[config.mk]
export PLATFORM = sky130hd
export DESIGN_NAME = sram_arbiter_flat
export DESIGN_NICKNAME = d
export VERILOG_FILES = /design/src/rtl/sram_arbiter_if.sv /design/src/rtl/sram_arbiter.sv /design/src/flat_wrapper.sv
export SDC_FILE = /design/constraint.sdc
export NUM_CORES = 1
export LEC_CHECK = 0
export ABC_CLOCK_PERIOD_IN_PS = 3500
export CAP_MARGIN = 5
export CORE_MARGIN = 5
export CORE_UTILIZATION = 43
export DETAILED_ROUTE_END_ITERATION = 8
export PLACE_DENSITY = 0.93
export SETUP_SLACK_MARGIN = 0.02
export SYNTH_ARGS = -nofsm -noshare
export SYNTH_HDL_FRONTEND = slang
export SYNTH_SLANG_ARGS = --single-unit
[constraint.sdc]
create_clock -name clock -period 3.5 [get_ports clock]
set_clock_uncertainty 0.05 [all_clocks]
set_input_delay 1.05 -clock clock [delete_from_list [all_inputs] [get_ports clock]]
set_output_delay 1.05 -clock clock [all_outputs]
set_load 0.02 [all_outputs]
[src/rtl/sram_arbiter_if.sv]
`default_nettype none
// ============================================================================
// Module   : sram_arbiter_if
// Purpose  : Bundles the two requester ports and the SRAM pin-side signals
//            of sram_arbiter.
//
// Signals  : p0_* / p1_*   request handshake (valid, write, addr, wdata, done)
//            rdata         shared read-data return
//            mem_*         SRAM address, write data, data-drive enable,
//                          active-low strobes and read data from the pins
//
// Modports : slave  - the arbiter (consumes requests, drives the SRAM side)
//            master - requesters plus the SRAM pin model / top-level pads
//
// Revision : 1.0 - initial release
// ============================================================================
interface sram_arbiter_if #(
    parameter int ADDR_WIDTH = 19,
    parameter int DATA_WIDTH = 8
);
    // Port 0: high-priority requester (video / DMA fetch)
    logic                  p0_valid;
    logic                  p0_write;
    logic [ADDR_WIDTH-1:0] p0_addr;
    logic [DATA_WIDTH-1:0] p0_wdata;
    logic                  p0_done;

    // Port 1: general requester (CPU)
    logic                  p1_valid;
    logic                  p1_write;
    logic [ADDR_WIDTH-1:0] p1_addr;
    logic [DATA_WIDTH-1:0] p1_wdata;
    logic                  p1_done;

    // Shared read return
    logic [DATA_WIDTH-1:0] rdata;

    // SRAM pin side
    logic [ADDR_WIDTH-1:0] mem_addr;
    logic [DATA_WIDTH-1:0] mem_dout;
    logic                  mem_dout_en;
    logic [DATA_WIDTH-1:0] mem_din;
    logic                  mem_ce;
    logic                  mem_oe;
    logic                  mem_we;

    modport slave (
        input  p0_valid, p0_write, p0_addr, p0_wdata,
        input  p1_valid, p1_write, p1_addr, p1_wdata,
        input  mem_din,
        output p0_done, p1_done, rdata,
        output mem_addr, mem_dout, mem_dout_en, mem_ce, mem_oe, mem_we
    );

    modport master (
        output p0_valid, p0_write, p0_addr, p0_wdata,
        output p1_valid, p1_write, p1_addr, p1_wdata,
        output mem_din,
        input  p0_done, p1_done, rdata,
        input  mem_addr, mem_dout, mem_dout_en, mem_ce, mem_oe, mem_we
    );
endinterface
`default_nettype wire

[src/rtl/sram_arbiter.sv]
`default_nettype none
// ============================================================================
// Module   : sram_arbiter
// Purpose  : Two-port arbiter and access sequencer for one asynchronous SRAM
//            bank. Port 0 is the high-priority requester, port 1 the general
//            one. Each access runs IDLE -> SETUP -> STROBE -> DONE -> IDLE,
//            taking WAIT_STATES+4 clocks from grant to the next grant.
//
// Ports    : clock  - sole clock, rising edge
//            reset  - synchronous, active-high
//            bus    - sram_arbiter_if.slave (requests, done pulses, rdata,
//                     SRAM address/data/strobes)
//
// Params   : ADDR_WIDTH  SRAM address width
//            DATA_WIDTH  SRAM data width
//            WAIT_STATES extra strobe clocks per access, 0..15
//
// Options  : SRAM_ARB_ROUND_ROBIN_EN - when defined, simultaneous requests
//            alternate between the ports; otherwise port 0 always wins.
//
// Revision : 1.0 - initial release
// ============================================================================
module sram_arbiter #(
    parameter int ADDR_WIDTH  = 19,
    parameter int DATA_WIDTH  = 8,
    parameter int WAIT_STATES = 1
) (
    input  logic          clock,
    input  logic          reset,
    sram_arbiter_if.slave bus
);

    // The wait counter is 4 bits wide, hence the 0..15 legal range.
    localparam logic [3:0] C_WAIT_LOAD = 4'(WAIT_STATES);

    typedef enum logic [1:0] {
        ST_IDLE   = 2'd0,
        ST_SETUP  = 2'd1,
        ST_STROBE = 2'd2,
        ST_DONE   = 2'd3
    } state_t;

    state_t r_state;
    state_t w_state_next;

    // Access context, frozen from grant until DONE ends
    logic                  r_write;
    logic                  w_write_next;
    logic                  r_grant;          // 0 = port 0, 1 = port 1
    logic                  w_grant_next;
    logic [ADDR_WIDTH-1:0] r_mem_addr;
    logic [ADDR_WIDTH-1:0] w_mem_addr_next;
    logic [DATA_WIDTH-1:0] r_mem_dout;
    logic [DATA_WIDTH-1:0] w_mem_dout_next;

    logic [3:0]            r_wait;
    logic [3:0]            w_wait_next;
    logic [DATA_WIDTH-1:0] r_rdata;
    logic [DATA_WIDTH-1:0] w_rdata_next;

    // Registered pin strobes and completion pulses
    logic                  r_mem_ce;
    logic                  w_mem_ce_next;
    logic                  r_mem_oe;
    logic                  w_mem_oe_next;
    logic                  r_mem_we;
    logic                  w_mem_we_next;
    logic                  r_mem_dout_en;
    logic                  w_mem_dout_en_next;
    logic                  r_p0_done;
    logic                  w_p0_done_next;
    logic                  r_p1_done;
    logic                  w_p1_done_next;

    logic                  w_req_any;
    logic                  w_pick;           // port that would win in IDLE

    assign w_req_any = bus.p0_valid | bus.p1_valid;

    // ------------------------------------------------------------------------
    // Arbitration. w_pick is only meaningful when w_req_any is high.
    // ------------------------------------------------------------------------
`ifdef SRAM_ARB_ROUND_ROBIN_EN
    logic r_last_grant;

    // On a tie the port not served last wins; a lone requester always wins.
    assign w_pick = (bus.p0_valid & bus.p1_valid) ? ~r_last_grant : bus.p1_valid;

    always_ff @(posedge clock) begin
        if (reset) begin
            r_last_grant <= 1'b1;
        end else if ((r_state == ST_IDLE) && w_req_any) begin
            r_last_grant <= w_pick;
        end
    end
`else
    // Fixed priority: port 1 is chosen only when port 0 is not requesting.
    assign w_pick = ~bus.p0_valid;
`endif

    // ------------------------------------------------------------------------
    // State register
    // ------------------------------------------------------------------------
    always_ff @(posedge clock) begin
        if (reset) begin
            r_state <= ST_IDLE;
        end else begin
            r_state <= w_state_next;
        end
    end

    // ------------------------------------------------------------------------
    // Next-state, next-context and next-strobe logic.
    // All pin strobes are registered, so they are derived from the state being
    // entered rather than the current one; this keeps them glitch-free and
    // aligned with the state they belong to.
    // ------------------------------------------------------------------------
    always_comb begin
        w_state_next    = r_state;
        w_write_next    = r_write;
        w_grant_next    = r_grant;
        w_mem_addr_next = r_mem_addr;
        w_mem_dout_next = r_mem_dout;
        w_wait_next     = r_wait;
        w_rdata_next    = r_rdata;
        w_p0_done_next  = 1'b0;
        w_p1_done_next  = 1'b0;

        case (r_state)
            ST_IDLE: begin
                // Requester inputs are only looked at here.
                if (w_req_any) begin
                    w_state_next = ST_SETUP;
                    w_grant_next = w_pick;
                    if (w_pick) begin
                        w_write_next    = bus.p1_write;
                        w_mem_addr_next = bus.p1_addr;
                        w_mem_dout_next = bus.p1_wdata;
                    end else begin
                        w_write_next    = bus.p0_write;
                        w_mem_addr_next = bus.p0_addr;
                        w_mem_dout_next = bus.p0_wdata;
                    end
                end
            end

            ST_SETUP: begin
                w_state_next = ST_STROBE;
                w_wait_next  = C_WAIT_LOAD;
            end

            ST_STROBE: begin
                // Counter saturates at zero; the zero clock is the last strobe
                // clock, giving WAIT_STATES+1 strobe clocks in total.
                if (r_wait == 4'd0) begin
                    w_state_next = ST_DONE;
                    if (!r_write) begin
                        w_rdata_next = bus.mem_din;
                    end
                    w_p0_done_next = ~r_grant;
                    w_p1_done_next = r_grant;
                end else begin
                    w_wait_next = r_wait - 4'd1;
                end
            end

            ST_DONE: begin
                w_state_next = ST_IDLE;
            end

            default: begin
                w_state_next = ST_IDLE;
            end
        endcase

        // Chip enable spans SETUP..DONE; IDLE is the bus turnaround clock.
        w_mem_ce_next      = (w_state_next == ST_IDLE);
        w_mem_oe_next      = ~(~w_write_next &
                               ((w_state_next == ST_SETUP) || (w_state_next == ST_STROBE)));
        w_mem_we_next      = ~(w_write_next & (w_state_next == ST_STROBE));
        // Data stays driven through DONE to cover the SRAM write hold time.
        w_mem_dout_en_next = w_write_next & (w_state_next != ST_IDLE);
    end

    // ------------------------------------------------------------------------
    // Context, counter, read data and pin registers
    // ------------------------------------------------------------------------
    always_ff @(posedge clock) begin
        if (reset) begin
            r_write       <= 1'b0;
            r_grant       <= 1'b0;
            r_mem_addr    <= '0;
            r_mem_dout    <= '0;
            r_wait        <= 4'd0;
            r_rdata       <= '0;
            r_mem_ce      <= 1'b1;
            r_mem_oe      <= 1'b1;
            r_mem_we      <= 1'b1;
            r_mem_dout_en <= 1'b0;
            r_p0_done     <= 1'b0;
            r_p1_done     <= 1'b0;
        end else begin
            r_write       <= w_write_next;
            r_grant       <= w_grant_next;
            r_mem_addr    <= w_mem_addr_next;
            r_mem_dout    <= w_mem_dout_next;
            r_wait        <= w_wait_next;
            r_rdata       <= w_rdata_next;
            r_mem_ce      <= w_mem_ce_next;
            r_mem_oe      <= w_mem_oe_next;
            r_mem_we      <= w_mem_we_next;
            r_mem_dout_en <= w_mem_dout_en_next;
            r_p0_done     <= w_p0_done_next;
            r_p1_done     <= w_p1_done_next;
        end
    end

    // ------------------------------------------------------------------------
    // Outputs
    // ------------------------------------------------------------------------
    assign bus.p0_done     = r_p0_done;
    assign bus.p1_done     = r_p1_done;
    assign bus.rdata       = r_rdata;
    assign bus.mem_addr    = r_mem_addr;
    assign bus.mem_dout    = r_mem_dout;
    assign bus.mem_dout_en = r_mem_dout_en;
    assign bus.mem_ce      = r_mem_ce;
    assign bus.mem_oe      = r_mem_oe;
    assign bus.mem_we      = r_mem_we;

endmodule
`default_nettype wire

[src/flat_wrapper.sv]
// flat-port wrapper written by rule: the top's interface ports become plain ports
module sram_arbiter_flat 
#(
    parameter int ADDR_WIDTH  = 19,
    parameter int DATA_WIDTH  = 8,
    parameter int WAIT_STATES = 1
)
  (clock, reset, bus_p0_valid, bus_p0_write, bus_p0_addr, bus_p0_wdata, bus_p1_valid, bus_p1_write, bus_p1_addr, bus_p1_wdata, bus_mem_din, bus_p0_done, bus_p1_done, bus_rdata, bus_mem_addr, bus_mem_dout, bus_mem_dout_en, bus_mem_ce, bus_mem_oe, bus_mem_we);
  sram_arbiter_if #(.ADDR_WIDTH(ADDR_WIDTH), .DATA_WIDTH(DATA_WIDTH)) bus_i ();
  input  logic clock;
  input  logic reset;
  input wire logic [$bits(bus_i.p0_valid)-1:0] bus_p0_valid;
  input wire logic [$bits(bus_i.p0_write)-1:0] bus_p0_write;
  input wire logic [$bits(bus_i.p0_addr)-1:0] bus_p0_addr;
  input wire logic [$bits(bus_i.p0_wdata)-1:0] bus_p0_wdata;
  input wire logic [$bits(bus_i.p1_valid)-1:0] bus_p1_valid;
  input wire logic [$bits(bus_i.p1_write)-1:0] bus_p1_write;
  input wire logic [$bits(bus_i.p1_addr)-1:0] bus_p1_addr;
  input wire logic [$bits(bus_i.p1_wdata)-1:0] bus_p1_wdata;
  input wire logic [$bits(bus_i.mem_din)-1:0] bus_mem_din;
  output wire logic [$bits(bus_i.p0_done)-1:0] bus_p0_done;
  output wire logic [$bits(bus_i.p1_done)-1:0] bus_p1_done;
  output wire logic [$bits(bus_i.rdata)-1:0] bus_rdata;
  output wire logic [$bits(bus_i.mem_addr)-1:0] bus_mem_addr;
  output wire logic [$bits(bus_i.mem_dout)-1:0] bus_mem_dout;
  output wire logic [$bits(bus_i.mem_dout_en)-1:0] bus_mem_dout_en;
  output wire logic [$bits(bus_i.mem_ce)-1:0] bus_mem_ce;
  output wire logic [$bits(bus_i.mem_oe)-1:0] bus_mem_oe;
  output wire logic [$bits(bus_i.mem_we)-1:0] bus_mem_we;
  assign bus_i.p0_valid = bus_p0_valid;
  assign bus_i.p0_write = bus_p0_write;
  assign bus_i.p0_addr = bus_p0_addr;
  assign bus_i.p0_wdata = bus_p0_wdata;
  assign bus_i.p1_valid = bus_p1_valid;
  assign bus_i.p1_write = bus_p1_write;
  assign bus_i.p1_addr = bus_p1_addr;
  assign bus_i.p1_wdata = bus_p1_wdata;
  assign bus_i.mem_din = bus_mem_din;
  assign bus_p0_done = bus_i.p0_done;
  assign bus_p1_done = bus_i.p1_done;
  assign bus_rdata = bus_i.rdata;
  assign bus_mem_addr = bus_i.mem_addr;
  assign bus_mem_dout = bus_i.mem_dout;
  assign bus_mem_dout_en = bus_i.mem_dout_en;
  assign bus_mem_ce = bus_i.mem_ce;
  assign bus_mem_oe = bus_i.mem_oe;
  assign bus_mem_we = bus_i.mem_we;
  sram_arbiter #(.ADDR_WIDTH(ADDR_WIDTH), .DATA_WIDTH(DATA_WIDTH), .WAIT_STATES(WAIT_STATES)) u_core (.clock(clock), .reset(reset), .bus(bus_i));
endmodule
==> key figures <==
Logic synthesis
  – Share of Yosys cell area claimed by the top area cell type: 44.7%
  – Net count of the mapped netlist: 299
  – Cell count after synthesis: 223
  – Ranking of synthesized cells by instance count: 49 x sky130_fd_sc_hd__dfxtp_1, 36 x sky130_fd_sc_hd__mux2i_1, 35 x sky130_fd_sc_hd__nor2_1
  – FF+latch count, synth: 49
  – Post-synthesis cell type count: 31
  – Post-synthesis cell area: 2190 sq um
  – Mean Syn Cell Area: 9.83 sq um
  – Warnings from Yosys: 0
  – Dominant cell by count in the synthesized netlist: sky130_fd_sc_hd__dfxtp_1
  – Leading area contributor after synthesis: sky130_fd_sc_hd__dfxtp_1
  – Post-synth EDFFs: 0
  – Top post-synthesis cells by area: sky130_fd_sc_hd__dfxtp_1 45%, sky130_fd_sc_hd__mux2i_1 16%, sky130_fd_sc_hd__a211oi_1 9.6%, sky130_fd_sc_hd__nor2_1 6.0%, sky130_fd_sc_hd__nand2b_1 4.9%
  – Main flop type after synthesis: sky130_fd_sc_hd__dfxtp_1
  – Sequential area share after synthesis: 44.7%
  – Proportion of register bits with asynchronous set or reset after synthesis: 0%

STA
  – Peak clock frequency supported by timing: 391 MHz
  – Minimum clock period after layout: 2.56 ns
  – Setup repair after global routing missed its margin: no
  – Ratio of final minimum period to clock period: 73.1%
  – Setup_tns: 0 ns
  – Number of endpoints failing setup at the final stage: 0
  – Worst slew margin: 41.3%
  – Number of slew-limit violations in the final report: 0
  – Final hold violations: 0
  – Slew @ Worst Pin: 0.880 ns

Floorplan
  – Starting utilization of the core area: 43.5%
  – Vertical extent of the die: 81.4 um
  – Floorplan core area: 5040 sq um
  – Die width: 81.4 um
  – Boundary pin count: 109
  – Full die area: 6630 sq um
  – Number of core rows: 26

Place
  – Cells after DPL: 386
  – Half-perimeter wire length after placement: 4390 um
  – Final RePlAce weighted congestion: 0.746
  – Count of port buffers added during placement: 108

Route
  – Final antenna-violating net count: 0
  – Vias per cell: 4.86
  – Vias: 1910
  – Initial DRC count: 58
  – Final routed wire length divided by cell count: 14.1 um
  – Routed wire length: 5550 um
  – Final routed DRC violation total: 0
  – Detailed Routing Iterations Pass 1: 4

Min path
  – Hold endpoint: u_core.bus.rdata[6]
  – Worst hold path depth: 2
  – Hold path startpoint: u_core.bus.rdata[6]
  – Classification of the worst-slack hold path: flip-flop to flip-flop

Clocking
  – Hold bufs inserted after CTS: 0
  – PostCTS Resize Cnt: 0
  – Number of buffers between clock root and the deepest sink: 2
  – Clock Pin Slew Worst Setup and Hold Paths: 0.08 ns
  – Clock tree root buffer cell: sky130_fd_sc_hd__clkbuf_8
  – TritonCTS buffer count: 5
  – Worst skew pair latency: 0.29 ns
  – Num Clock Sinks: 49
  – H-tree depth: 2
  – Clock tree from TritonCTS: yes
  – Post-CTS setup-driven buffer insertion count: 0

Worst setup path
  – Beginning of the critical path: bus_p1_valid
  – Highest fanout seen on the critical path: 34
  – Slowest Stage Delay on Critical Path: 0.53 ns
  – Reg2reg start: u_core.r_wait[0]
  – Arr. time, crit path: 2.70 ns
  – CP required: 3.64 ns
  – Terminus of the critical flop-to-flop path: u_core.bus.mem_dout_en
  – Worst Setup End Kind: flip-flop
  – CP Cell Sequence: clkdlybuf4s50_1 > o21a_2 > buf_4 > nor2_1 > a211oi_1
  – Worst Setup Start Kind: input port
  – CP max-delay cell: sky130_fd_sc_hd__clkdlybuf4s50_1
  – Number of cells on the worst reg-to-reg path: 7
  – WS Path Type: input port to flip-flop
  – Setup slack on the worst flop-to-flop path: 1.36 ns

Global routing
  – Antenna violations before repair: 1
  – Total routing usage reported by global routing: 17.0%
  – Wire length of the first global-routing pass: 8550 um
  – Overflow after GRT: 0
  – Pin count of the biggest net entering global routing: 58
  – Number of global-route vias before repair: 1837

Power and ir drop
  – Leakage power total: 1.31 nW
  – PwrDens: 686 nW/um^2
  – Worst-case vdd ir drop: 0.000294 V

Job
  – Max-capacitance violation count: 0

Layout
  – Final cell count without fillers: 393
  – Final-layout fill cell count: 424
  – Area Overhead vs Synth: 53.5%
  – Net count of the finished layout: 399
  – Layout cells sized above 1: 4.64%
  – Final antenna diode count: 0

Status
  – Run status: finished, final reports clean
## worst max-delay path by stage
stage | slack (ns) | to | cells after the start
2_1_floorplan | 1.09 | u_core.bus.mem_we | 6
3_3_place_gp | 0.75 | u_core.bus.mem_addr[3] | 5
3_5_place_dp | 0.63 | u_core.bus.mem_addr[13] | 5
4_1_cts | 0.93 | u_core.bus.mem_addr[13] | 5
5_1_grt | 0.78 | u_core.bus.mem_addr[13] | 5
6_report | 0.94 | u_core.bus.mem_addr[13] | 5
## power breakdown
| group | leakage, nW | total, mW | switching, mW | internal [mW] |
|---|---|---|---|---|
| clock | 0.0443 | 0.326 | 0.169 | 0.157 |
| sequential | 0.404 | 0.826 | 0.0926 | 0.733 |
| combinational | 0.863 | 1.16 | 0.611 | 0.547 |
## worst max-delay path, delay by kind of cell
family / cells / cell delay [ns]
buf+inv: 2 / 0.92
compound gates: 2 / 0.63
simple gates: 1 / 0.08
## kinds of logic after synthesis
group	share of synthesized area, %
AO/OA/AOI/OAI	12.6
adder cells (fa/ha/maj)	4.57
buffers and inverters	5.02
flip-flops	44.7
multiplexers	16.4
AND/OR/NAND/NOR	16.7
## layout make-up
class	count	area, sq um	share of cell area (%)
repair buffers	110	1090	32.3
clock buffers	7	86.3	2.57
inverters	6	22.5	0.669
well taps	70	87.6	2.60
multi-input cells	151	1100	32.8
flip-flops and latches	49	981	29.1
## through the flow
stage               hold slack (ns)  worst slack [ns]  power, mW  utilization, %  cell area [sq um]
floorplan                     0.367              1.09       1.54               -               2190
global placement              0.409             0.748       1.96            65.0               3280
detailed placement            0.421             0.631       2.01            65.0               3280
CTS                           0.435             0.932       2.34            66.7               3370
global route                  0.467             0.777       2.47            66.7               3370
finish                        0.429             0.941       2.31            66.7               3370
## per-layer routing
| layer | up-vias | share of wire, % | global-route usage [%] | wire length, um |
|---|---|---|---|---|
| met2 | 74 | 51 | 30.3 | 2820 |
| met4 | 2 | 2.0 | 7.77 | 113 |
| met5 | - | 0.36 | 0 | 20 |
| li1 | 983 | - | - | - |
| met3 | 11 | 9.1 | 5.76 | 506 |
| met1 | 840 | 38 | 17.8 | 2090 |
## state kept, by name, indices dropped and copies added, names as in the netlist
signal / flops
u_core.bus.mem_addr: 19
u_core.bus.p1_done: 1
u_core.bus.mem_oe: 1
u_core.bus.mem_we: 1
u_core.bus.mem_dout_en: 1
u_core.bus.mem_dout: 8
u_core.bus.mem_ce: 1
u_core.bus.rdata: 8
u_core.r_write: 1
u_core.r_wait: 4
u_core.r_grant: 1
u_core.bus.p0_done: 1
u_core.r_state: 2
## layout by cell type, fill, tap and decap left out, drive strengths merged, types with 4 or more instances in the layout
master,count
mux2i,36
dfxtp,49
a21oi,4
clkbuf,7
clkdlybuf4s50,106
a211oi,28
inv,6
nor2,36
nand2b,17
ha,8
buf,4
(Power assumes the default switching activity.)
